[src/rtl/branch_resolve_unit.sv]
// -----------------------------------------------------------------------------
// branch_resolve_unit
// Resolves RV32I conditional branches. It evaluates the funct3 condition,
// computes pc+imm, checks the outcome against the front-end prediction and
// produces a redirect PC. Results travel through a valid/ready elastic
// pipeline that is 1 or 2 stages deep (LATENCY). Saturating counters track
// resolved branches and mispredicts.
//
// Ports
//   clk, rst                 clock, async active-high reset
//   in_valid / in_ready      request handshake
//   funct3, rs1_data,        branch type and operands
//   rs2_data, pc, imm
//   pred_taken, pred_target  front-end prediction
//   flush                    drop every in-flight request
//   out_valid / out_ready    result handshake
//   taken, target,           resolved direction, pc+imm, redirect request,
//   mispredict, redirect_pc  and the PC to fetch next
//   illegal                  funct3 is 010 or 011
//   br_cnt, mp_cnt           saturating branch / mispredict counters
// -----------------------------------------------------------------------------
module branch_resolve_unit #(
    parameter int XLEN    = 32,
    parameter int LATENCY = 1,
    parameter int CNT_W   = 16
) (
    input  logic             clk,
    input  logic             rst,
    input  logic             in_valid,
    output logic             in_ready,
    input  logic [2:0]       funct3,
    input  logic [XLEN-1:0]  rs1_data,
    input  logic [XLEN-1:0]  rs2_data,
    input  logic [XLEN-1:0]  pc,
    input  logic [XLEN-1:0]  imm,
    input  logic             pred_taken,
    input  logic [XLEN-1:0]  pred_target,
    input  logic             flush,
    output logic             out_valid,
    input  logic             out_ready,
    output logic             taken,
    output logic [XLEN-1:0]  target,
    output logic             mispredict,
    output logic [XLEN-1:0]  redirect_pc,
    output logic             illegal,
    output logic [CNT_W-1:0] br_cnt,
    output logic [CNT_W-1:0] mp_cnt
);

    // ---------------- compare (always on the request inputs) ----------------
    logic w_eq, w_lt, w_ltu, w_cond, w_illegal;

    assign w_eq      = (rs1_data == rs2_data);
    assign w_lt      = ($signed(rs1_data) < $signed(rs2_data));
    assign w_ltu     = (rs1_data < rs2_data);
    assign w_illegal = (funct3[2:1] == 2'b01);

    // Illegal encodings fall to the default and resolve not-taken.
    always_comb begin
        case (funct3)
            3'b000:  w_cond = w_eq;
            3'b001:  w_cond = !w_eq;
            3'b100:  w_cond = w_lt;
            3'b101:  w_cond = !w_lt;
            3'b110:  w_cond = w_ltu;
            3'b111:  w_cond = !w_ltu;
            default: w_cond = 1'b0;
        endcase
    end

    // ---------------- output stage state ----------------
    logic             r_valid, r_taken, r_mp, r_illegal;
    logic [XLEN-1:0]  r_target, r_redir;
    logic [CNT_W-1:0] r_br_cnt, r_mp_cnt;

    // Output stage can take new data when empty or draining this cycle.
    logic w_out_adv;
    assign w_out_adv = !r_valid || out_ready;

    // Source feeding the output stage: the raw request (LATENCY=1) or the
    // registered compare stage (LATENCY=2).
    logic            w_b_valid, w_b_taken, w_b_illegal, w_b_pt;
    logic [XLEN-1:0] w_b_pc, w_b_imm, w_b_ptgt;

    generate
        if (LATENCY == 1) begin : g_lat1
            assign in_ready    = w_out_adv;
            assign w_b_valid   = in_valid;
            assign w_b_taken   = w_cond;
            assign w_b_illegal = w_illegal;
            assign w_b_pt      = pred_taken;
            assign w_b_pc      = pc;
            assign w_b_imm     = imm;
            assign w_b_ptgt    = pred_target;
        end else begin : g_lat2
            logic            r_s0_valid, r_s0_taken, r_s0_illegal, r_s0_pt;
            logic [XLEN-1:0] r_s0_pc, r_s0_imm, r_s0_ptgt;

            assign in_ready = !r_s0_valid || w_out_adv;

            always_ff @(posedge clk or posedge rst) begin
                if (rst) begin
                    r_s0_valid   <= 1'b0;
                    r_s0_taken   <= 1'b0;
                    r_s0_illegal <= 1'b0;
                    r_s0_pt      <= 1'b0;
                    r_s0_pc      <= '0;
                    r_s0_imm     <= '0;
                    r_s0_ptgt    <= '0;
                end else begin
                    if (flush)
                        r_s0_valid <= 1'b0;
                    else if (in_ready)
                        r_s0_valid <= in_valid;
                    if (in_valid && in_ready) begin
                        r_s0_taken   <= w_cond;
                        r_s0_illegal <= w_illegal;
                        r_s0_pt      <= pred_taken;
                        r_s0_pc      <= pc;
                        r_s0_imm     <= imm;
                        r_s0_ptgt    <= pred_target;
                    end
                end
            end

            assign w_b_valid   = r_s0_valid;
            assign w_b_taken   = r_s0_taken;
            assign w_b_illegal = r_s0_illegal;
            assign w_b_pt      = r_s0_pt;
            assign w_b_pc      = r_s0_pc;
            assign w_b_imm     = r_s0_imm;
            assign w_b_ptgt    = r_s0_ptgt;
        end
    endgenerate

    // ---------------- target / mispredict ----------------
    logic [XLEN-1:0] w_target, w_seq, w_redir;
    logic            w_mp;

    assign w_target = w_b_pc + w_b_imm;      // modulo 2^XLEN
    assign w_seq    = w_b_pc + XLEN'(4);
    assign w_redir  = w_b_taken ? w_target : w_seq;
    assign w_mp     = (w_b_taken != w_b_pt) || (w_b_taken && (w_target != w_b_ptgt));

    // Counted handshake: a result leaving under flush is delivered, not counted.
    logic w_hs;
    assign w_hs = r_valid && out_ready && !flush;

    always_ff @(posedge clk or posedge rst) begin
        if (rst) begin
            r_valid   <= 1'b0;
            r_taken   <= 1'b0;
            r_mp      <= 1'b0;
            r_illegal <= 1'b0;
            r_target  <= '0;
            r_redir   <= '0;
            r_br_cnt  <= '0;
            r_mp_cnt  <= '0;
        end else begin
            if (flush)
                r_valid <= 1'b0;
            else if (w_out_adv)
                r_valid <= w_b_valid;
            // Data only moves on a load, so a stalled result stays put.
            if (w_out_adv && w_b_valid) begin
                r_taken   <= w_b_taken;
                r_mp      <= w_mp;
                r_illegal <= w_b_illegal;
                r_target  <= w_target;
                r_redir   <= w_redir;
            end
            if (w_hs) begin
                if (r_br_cnt != {CNT_W{1'b1}})
                    r_br_cnt <= r_br_cnt + 1'b1;
                if (r_mp && (r_mp_cnt != {CNT_W{1'b1}}))
                    r_mp_cnt <= r_mp_cnt + 1'b1;
            end
        end
    end

    assign out_valid   = r_valid;
    assign taken       = r_taken;
    assign target      = r_target;
    assign mispredict  = r_mp;
    assign redirect_pc = r_redir;
    assign illegal     = r_illegal;
    assign br_cnt      = r_br_cnt;
    assign mp_cnt      = r_mp_cnt;

endmodule
[config.mk]
export PLATFORM = sky130hd
export DESIGN_NAME = branch_resolve_unit
export DESIGN_NICKNAME = d
export VERILOG_FILES = /design/src/rtl/branch_resolve_unit.sv
export SDC_FILE = /design/constraint.sdc
export NUM_CORES = 1
export LEC_CHECK = 0
export ABC_CLOCK_PERIOD_IN_PS = 3400
export CAP_MARGIN = 20
export CORE_MARGIN = 10
export CORE_UTILIZATION = 43
export CTS_BUF_LIST = sky130_fd_sc_hd__clkbuf_4
export DETAILED_ROUTE_END_ITERATION = 8
export PLACE_DENSITY_LB_ADDON = 0.1
export SLEW_MARGIN = 5
export SYNTH_ARGS = -nofsm -noshare
export SYNTH_HDL_FRONTEND = slang
export SYNTH_SLANG_ARGS = --single-unit
[constraint.sdc]
create_clock -name clk -period 3.4 [get_ports clk]
set_clock_uncertainty 0.05 [all_clocks]
set_input_delay 0.68 -clock clk [delete_from_list [all_inputs] [get_ports clk]]
set_output_delay 0.68 -clock clk [all_outputs]
set_load 0.02 [all_outputs]
**After elaboration in Yosys (flattened, before gate mapping)**

Index checks and enable logic that the tools add are counted.

- Add/subtract/negate cells: 4
- Multiply operators: 0
- Div/mod/pow operators: 0
- $lt $le $gt $ge: 2
- Equality and inequality tests: 11
- Shift-type cells: 0
- Mux-type cells: 4
- Bitwise gates (word level): 0
- Reduce and logical (&&, ||, !) cells: 16

Operators with widths:

| kind | count |
|---|---|
| < comparator 32 bit | 2 |
| adder 16 x 1 -> 16 bit (second input constant) | 2 |
| adder 32 x 3 -> 32 bit (second input constant) | 1 |
| adder 32 bit | 1 |
| equality test 32 bit | 1 |
| 2-to-1 mux 32 bit | 1 |
| inequality test 16 bit (second input constant) | 2 |
| inequality test 32 bit | 1 |
| equality test 3 bit (second input constant) | 4 |
| one-hot mux 1 bit (6 select lines) | 1 |
| logical AND 1 bit | 5 |
| logical NOT 1 bit | 5 |
| AND reduction 2 bit | 2 |
| equality test 3 x 1 -> 1 bit (second input constant) | 1 |
| logical NOT 3 bit | 1 |
| equality test 2 x 1 -> 1 bit (second input constant) | 1 |
| logical OR 1 bit | 2 |
| 2-to-1 mux 1 bit | 2 |
| nonzero test 2 bit | 1 |
| inequality test 1 bit | 1 |

- Bits in registers: 100
- Bits in latches: 0
- Memory bits (writable): 0
- Memory bits (read-only): 0
- Input bits: 169
- Output and inout port bits: 101
- Word-level logic and storage cells: 45
- Memories: 0

**Depth between registers and ports, before layout**

Gate-level depths: netlist of run 1.

- Depth after elaboration: 5
- Mapped depth: 13

**Worst setup path before layout of run 1**

No wires, ideal clock.

- Path kind: input -> register
- Start: input port pc[0]
- End: register r_mp (netlist: mispredict)
- Data arrival time: 3.286 ns
- Data required time: 3.231 ns
- Slack: -0.055 ns
- Cell stages on the path: 12
- Cells stage by stage: ha_1 -> fa_1 -> a21o_1 -> a221oi_2 -> or4_1 -> nor3b_2 -> o21ai_0 -> a211oi_1 -> xnor2_1 -> xnor2_1 -> nand4_1 -> o21a_1

- Cells in the longest elaborated chain, start to end: 4

RTL lines:

| what | line | text |
|---|---|---|
| start, declared | 34 | `input logic [XLEN-1:0] pc,` |
| adder 32 bit | 140 | `assign w_target = w_b_pc + w_b_imm;` |
| inequality test 32 bit | 143 | `assign w_mp = (w_b_taken != w_b_pt) \|\| (w_b_taken && (w_target != w_b_ptgt));` |
| logical AND 1 bit | 143 |  |
| logical OR 1 bit | 143 |  |
| end signal, assigned | 167 | `r_mp <= w_mp;` |
| end, declared | 72 | `logic r_valid, r_taken, r_mp, r_illegal;` |

No other way between the ends.
A chain may end at the register's enable or synchronous reset.

**Worst setup path after layout of run 1**

Same ends and word-level chain as after synthesis.

==> results of run 1 <==
[routing by layer]
| metal | routed length [um] | global-route usage |
|---|---|---|
| met5 | 0 | 0 |
| met3 | 2180 | 0.0471 |
| met2 | 14400 | 0.390 |
| met4 | 507 | 0.0769 |
| met1 | 13200 | 0.311 |
[critical path, cell delays in order]
cell and delay [ns]:
buf_8 0.10, ha_4 0.16, fa_2 0.36, a21o_1 0.21, a221oi_2 0.27, buf_4 0.18
or4_4 0.12, nor3b_4 0.37, buf_6 0.18, xor2_4 0.16, xor2_1 0.18, nand3_1 0.13
nor4_2 0.28, buf_4 0.15, nand4_1 0.06, o21a_1 0.18
[layout make-up]
| class | count | share of cell area |
|---|---|---|
| diodes | 6 | 0.00114 |
| repair buffers | 502 | 0.345 |
| clock buffers | 9 | 0.00512 |
| clock inverters | 7 | 0.00778 |
| multi-input cells | 766 | 0.416 |
| inverters | 47 | 0.0136 |
| well taps | 229 | 0.0217 |
| flip-flops and latches | 100 | 0.190 |
[flip-flops by register name, indices dropped and copies added, names as in the netlist]
signal       flops
br_cnt          16
illegal          1
mispredict       1
mp_cnt          16
out_valid        1
redirect_pc     32
taken            1
target          32
[metrics by stage]
step                      hold WS, ns  setup WS, ns  cell area, um^2  setup TNS (ns)  power [mW]
after global placement          0.411        -0.733            12600          -15.46        4.04
final                           0.441       -0.0179            13200         -0.0179        4.89
after floorplan                 0.539        0.0193             7990               0        2.67
after detailed placement        0.419        -0.837            12600          -18.14        4.09
after CTS                       0.453       -0.0632            12900         -0.0632        4.85
after global routing            0.476       -0.0923            13200         -0.0996        5.16
[worst max-delay path by stage]
| stage | cells past startpoint | start | slack [ns] | to |
|---|---|---|---|---|
| finish | 16 | pc[0] | -0.02 | mispredict |
| global route | 16 | pc[0] | -0.09 | mispredict |
| detailed placement | 15 | pc[0] | -0.84 | mispredict |
| global placement | 15 | pc[0] | -0.73 | mispredict |
| CTS | 13 | pc[3] | -0.06 | mispredict |
| floorplan | 12 | pc[10] | 0.02 | mispredict |
[cells in the mapped netlist (all sizes together) (3+ instances only)]
master   number  area share
nand2       134       0.063
dfrtp       100        0.31
o21ai        87       0.055
xnor2        75       0.083
a21oi        73       0.047
ha           66        0.10
nor2         59       0.028
inv          47       0.022
xor2         43       0.047
nand3        35       0.022
nand4        34       0.027
clkbuf       27       0.013
and3         16       0.013
mux2         15       0.021
nor3         15       0.011
buf          11      0.0067
a21o          9      0.0085
mux2i         8       0.010
nor4          7      0.0063
o21a          7      0.0066
a211oi        6      0.0056
nand2b        6      0.0047
a221oi        5      0.0071
and2          4      0.0031
and4          4      0.0044
nand4b        4      0.0044
nor2b         4      0.0031
o211ai        4      0.0038
a31o          3      0.0033
a41o          3      0.0038
nor3b         3      0.0034
nor4b         3      0.0041
o2111ai       3      0.0033
[power by group through the flow]
stage               clock network (mW)  registers (mW)  logic (mW)
floorplan                            0            1.81       0.857
global placement                     0            1.55        2.49
detailed placement                   0            1.57        2.52
CTS                              0.750            1.54        2.56
global route                     0.787            1.57        2.80
finish                           0.734            1.54        2.62
[what timing repair did]
action                                  in CTS  in global routing
pin swaps                                   13                 27
resized for setup                           28                 58
endpoints found under the setup margin       8                 16
setup buffers                                2                 10
[logic make-up after synthesis]
logic type,synth area share
AOI/OAI and AO/OA,0.168
xor gates and xnor gates,0.136
adders and majority gates,0.106
buffers and inverters,0.0415
DFF,0.314
muxes,0.0312
and+or+nand+nor,0.204
==> out/qor.csv, run 1 <==
metric;value;unit
status;complete, but fails checks;
failing checks;setup timing;
largest net degree at the start of global routing;74;
Power Density;371;nW/um^2
relative slew slack;0.577;
CTS buffer count;9;
fin crit period;3.42;ns
core area;18100;um^2
CP startpoint kind;input port;
Worst Tran Pin Value;0.634;ns
reg-to-reg endpoint;mispredict;
die width;156;um
crit-path max FO;5;
Top Ports;270;
final worst slack;-0.0179;ns
routed length per instance;18.2;um
Worst Hold Depth;3;
clk sinks;100;
Starting Density;0.441;
storage element area;2500;um^2
Critical Path Sink Type;flip-flop;
Slew Limit Fails;0;
Main synth FF type;dfrtp_1;
register area share after synthesis;0.314;
input/output buffers;269;
GRT Overall Usage;0.239;
Leak Pwr;6.03;nW
CTS clk-pin slew, worst paths;0.19;ns
CTS tree;built;
antenna-violating nets left;0;
maxcap violations;0;
Setup Viol. Count Final;1;
fin cells;1666;
area grow syn2layout;65.3;%
DR vias/cell;5.26;
Net Count, Synth;1187;
area occupied by multi-input gates;5480;um^2
root buffer cell;clkbuf_4;
worst path arrival time;3.79;ns
cell count after synthesis;951;
fin nets;1662;
sw power;1.89;mW
vias in the first global route;8531;
EDFF count, synth;0;
Gate power share;0.535;
HP Class;in -> reg;
DIE HEIGHT;156;um
antenna violations before repair;5;
DRC viols;0;
layout cells sized above 1;0.227;
drt pass-1 iters;5;
WS Path Type;in -> reg;
Rows;49;
hold endpoint;redirect_pc[0];
f_max;293;MHz
Post-DP HPWL;25.8;mm
commonest non-fill, non-tap cell in the layout;clkdlybuf4s50_1;
htree depth;3;
synthesized cell area;7980;um^2
most frequent cells in the layout;clkdlybuf4s50_1 (245), buf_4 (227), nand2_1 (133), dfrtp_1 (100), o21ai_0 (81);
VDD IR max;0.217;mV
Layout fillers;1483;
hold_sp;pc[0];
Via Count;8768;
hold buffer count at cts;0;
endpoints failing hold;0;
power share of the clock group;0.150;
Inst Count DP;1632;
global-route wire length before repair;46.0;mm
worst-case clock buffer depth;2;
R2R cell count;11;
sequential share of power;0.315;
Synth Area per Inst;8.39;um^2
Sw Ratio;0.387;
initial drt markers;611;
fin util;0.729;
insertion delay to the later sink of the worst-skew pair;0.50;ns
final wirelength;30.3;mm
RSZ-0062 raised after global routing;true;
fin crit share;1.01;
global route overflow;0;
r2r setup slk;1.00;ns
P_int;3.00;mW
Synthesis Warnings;0;
required time of the critical path;3.77;ns
Die ar.;24400;um^2
post-synthesis register bit count;100;
GPL Wtd Cong;0.980;
reg2reg start;out_valid;
post-synth cell types;69;
Synth async-reset ratio;1.00;
Note: power is estimated with default switching activity, not from simulation.
==> run 2: changes to the inputs <==
--- a/config.mk
+++ b/config.mk
@@ -7,7 +7,7 @@
 export LEC_CHECK = 0
 export ABC_CLOCK_PERIOD_IN_PS = 3400
 export CAP_MARGIN = 20
-export CORE_MARGIN = 10
+export CORE_MARGIN = 2
 export CORE_UTILIZATION = 43
 export CTS_BUF_LIST = sky130_fd_sc_hd__clkbuf_4
 export DETAILED_ROUTE_END_ITERATION = 8
==> out/qor.csv, run 2 (synthesis results as in run 1) <==
metric;value;unit;change
status;finished clean;;
antenna violations before repair;3;;-2
vias in the first global route;8413;;-1.4%
Slew Limit Fails;0;;unchanged
f_max;295;MHz;+0.66%
GRT Overall Usage;0.281;;+0.0420
setup_tns;0;ns;+0.0179 ns
Leak Pwr;5.89;nW;-2.3%
global-route wire length before repair;43.6;mm;-5.3%
fin crit share;0.999;;-0.00656
worst-case clock buffer depth;2;;unchanged
drt pass-1 iters;5;;unchanged
P_int;2.90;mW;-3.2%
antenna-violating nets left;0;;unchanged
crit-path max FO;8;;+3
Setup Viol. Count Final;0;;-1
htree depth;3;;unchanged
slowest CP cell;clkdlybuf4s50_1;;
R2R cell count;11;;unchanged
routed length per instance;17.0;um;-6.8%
CTS tree;built;;
core area;18100;um^2;unchanged
required time of the critical path;3.77;ns;about the same
Gate power share;0.542;;+0.007
Layout fillers;1484;;+0.067%
area grow syn2layout;63.4;%;
Worst Tran Pin Value;0.623;ns;-0.0114 ns
Die ar.;19700;um^2;-19%
crit-path max cell delay;0.42;ns;+0.05 ns
root buffer cell;clkbuf_4;;
largest net degree at the start of global routing;70;;-5.4%
VDD IR max;0.291;mV;+34%
Worst Hold Depth;2;;-1
input/output buffers;269;;unchanged
RSZ-0062 raised after global routing;true;;
maxcap violations;0;;unchanged
global route overflow;0;;unchanged
DRC viols;0;;unchanged
Rows;49;;unchanged
most used cell, CP;buf_4;;
CTS buffer count;9;;unchanged
HP Class;reg -> reg;;
hold_sp;redirect_pc[15];;
die width;140;um;-10%
CP cell instances;clkdlybuf4s50_1, ha_1, buf_4, nand2_1, buf_4, nor3_1, a221oi_2, o21ai_2, a21oi_1, buf_4, xnor2_1, xnor2_1, nand3_1, o21a_1;;
most frequent cells in the layout;clkdlybuf4s50_1 (241), buf_4 (224), nand2_1 (132), dfrtp_1 (100), o21ai_0 (81);;
Sw Ratio;0.392;;+0.00529
fin crit period;3.40;ns;-0.0223 ns
Critical Path Start;pc[18];;
DR vias/cell;5.28;;+0.33%
endpoints failing hold;0;;unchanged
final worst slack;0.00442;ns;+0.0223 ns
CTS clk-pin slew, worst paths;0.20;ns;about the same
clk sinks;100;;unchanged
Starting Density;0.441;;unchanged
sequential share of power;0.323;;+0.008
Via Count;8749;;-0.22%
final wirelength;28.1;mm;-7.3%
layout cells sized above 1;0.225;;-0.00255
power share of the clock group;0.135;;-0.015
initial drt markers;366;;-40%
CP startpoint kind;input port;;
commonest non-fill, non-tap cell in the layout;clkdlybuf4s50_1;;
insertion delay to the later sink of the worst-skew pair;0.50;ns;about the same
r2r setup slk;1.01;ns;about the same
worst path arrival time;3.77;ns;-0.02 ns
hold buffer count at cts;0;;unchanged
relative slew slack;0.585;;+0.00760
pre-CTS setup slack;-0.857;ns;-0.0198 ns
Top Ports;270;;unchanged
fin nets;1656;;-0.36%
WS Path Type;in -> reg;;
DIE HEIGHT;140;um;-10%
GPL Wtd Cong;0.974;;-0.58%
reg2reg start;out_valid;;
Critical Path Sink Type;flip-flop;;
Power Density;366;nW/um^2;-1.3%
Post-DP HPWL;23.5;mm;-8.9%
sw power;1.87;mW;-1.1%
-- run 2: changes by cell type in the layout (fill, tap and decap cells not counted), moves of 2 or more --
cell | before | now
buf_4 | 227 | 224
ha_2 | 0 | 3
dlygate4sd2_1 | 2 | 17
buf_12 | 5 | 2
a21oi_1 | 65 | 67
xor2_2 | 0 | 3
clkdlybuf4s50_1 | 245 | 241
diode_2 | 6 | 3
ha_1 | 51 | 49
dlymetal6s2s_1 | 19 | 8
xor2_1 | 42 | 40
a21oi_2 | 8 | 5
-- run 2: final cells by class --
class	count	area [um^2]	area share
sequential	100	2500	0.192
tap	229	287	0.0220
clock buffer	9	67.6	0.00518
antenna	3	7.51	0.000576
multi-input combinational	766	5500	0.422
clock inverter	7	80.1	0.00614
inverter	47	179	0.0137
timing repair buffer	496	4410	0.339
-- run 2: path summary, 6_finish.rpt --
kind | to
hold / removal | redirect_pc[15]
setup / recovery | mispredict
hold reg to reg | redirect_pc[15]
setup reg to reg | mispredict
max in group asynchronous | br_cnt[11]
min in group asynchronous | target[9]
-- run 2: critical path: cells and delay by family --
family          cells  cell delay (ns)
compound gates      4             0.83
xor+xnor            2             0.42
fa+ha+maj           1             0.30
buf+inv             4             0.92
simple gates        3             0.60
-- run 2: what timing repair did --
item                       in CTS  in global routing
setup buffers                   9                  3
setup endpoints to repair       5                 10
pin swaps                      25                 27
resized for setup              47                 37
cloned                          0                  0
-- run 2: per-layer routing --
metal,GRT usage,up-vias,share of wire
met4,0.0739,0,0.022
li1,-,4297,-
met2,0.459,303,0.46
met5,0,-,0
met3,0.0390,36,0.063
met1,0.392,4113,0.45
-- run 2: power groups by stage --
stage	logic [mW]	registers, mW	clock network [mW]
finish	2.59	1.54	0.646
global route	2.77	1.57	0.712
CTS	2.54	1.54	0.677
detailed placement	2.48	1.57	0
global placement	2.45	1.56	0
floorplan	0.857	1.81	0
-- run 2: stage by stage --
stage / utilization / area, um^2 / instances / hold slack (ns) / total power [mW]
2_1_floorplan: - / 7990 / 951 / 0.539 / 2.67
3_3_place_gp: 0.689 / 12500 / 1626 / 0.411 / 4.00
3_5_place_dp: 0.689 / 12500 / 1626 / 0.420 / 4.04
4_1_cts: 0.711 / 12900 / 1651 / 0.455 / 4.76
5_1_grt: 0.721 / 13000 / 1657 / 0.483 / 5.05
6_report: 0.721 / 13000 / 1657 / 0.445 / 4.77
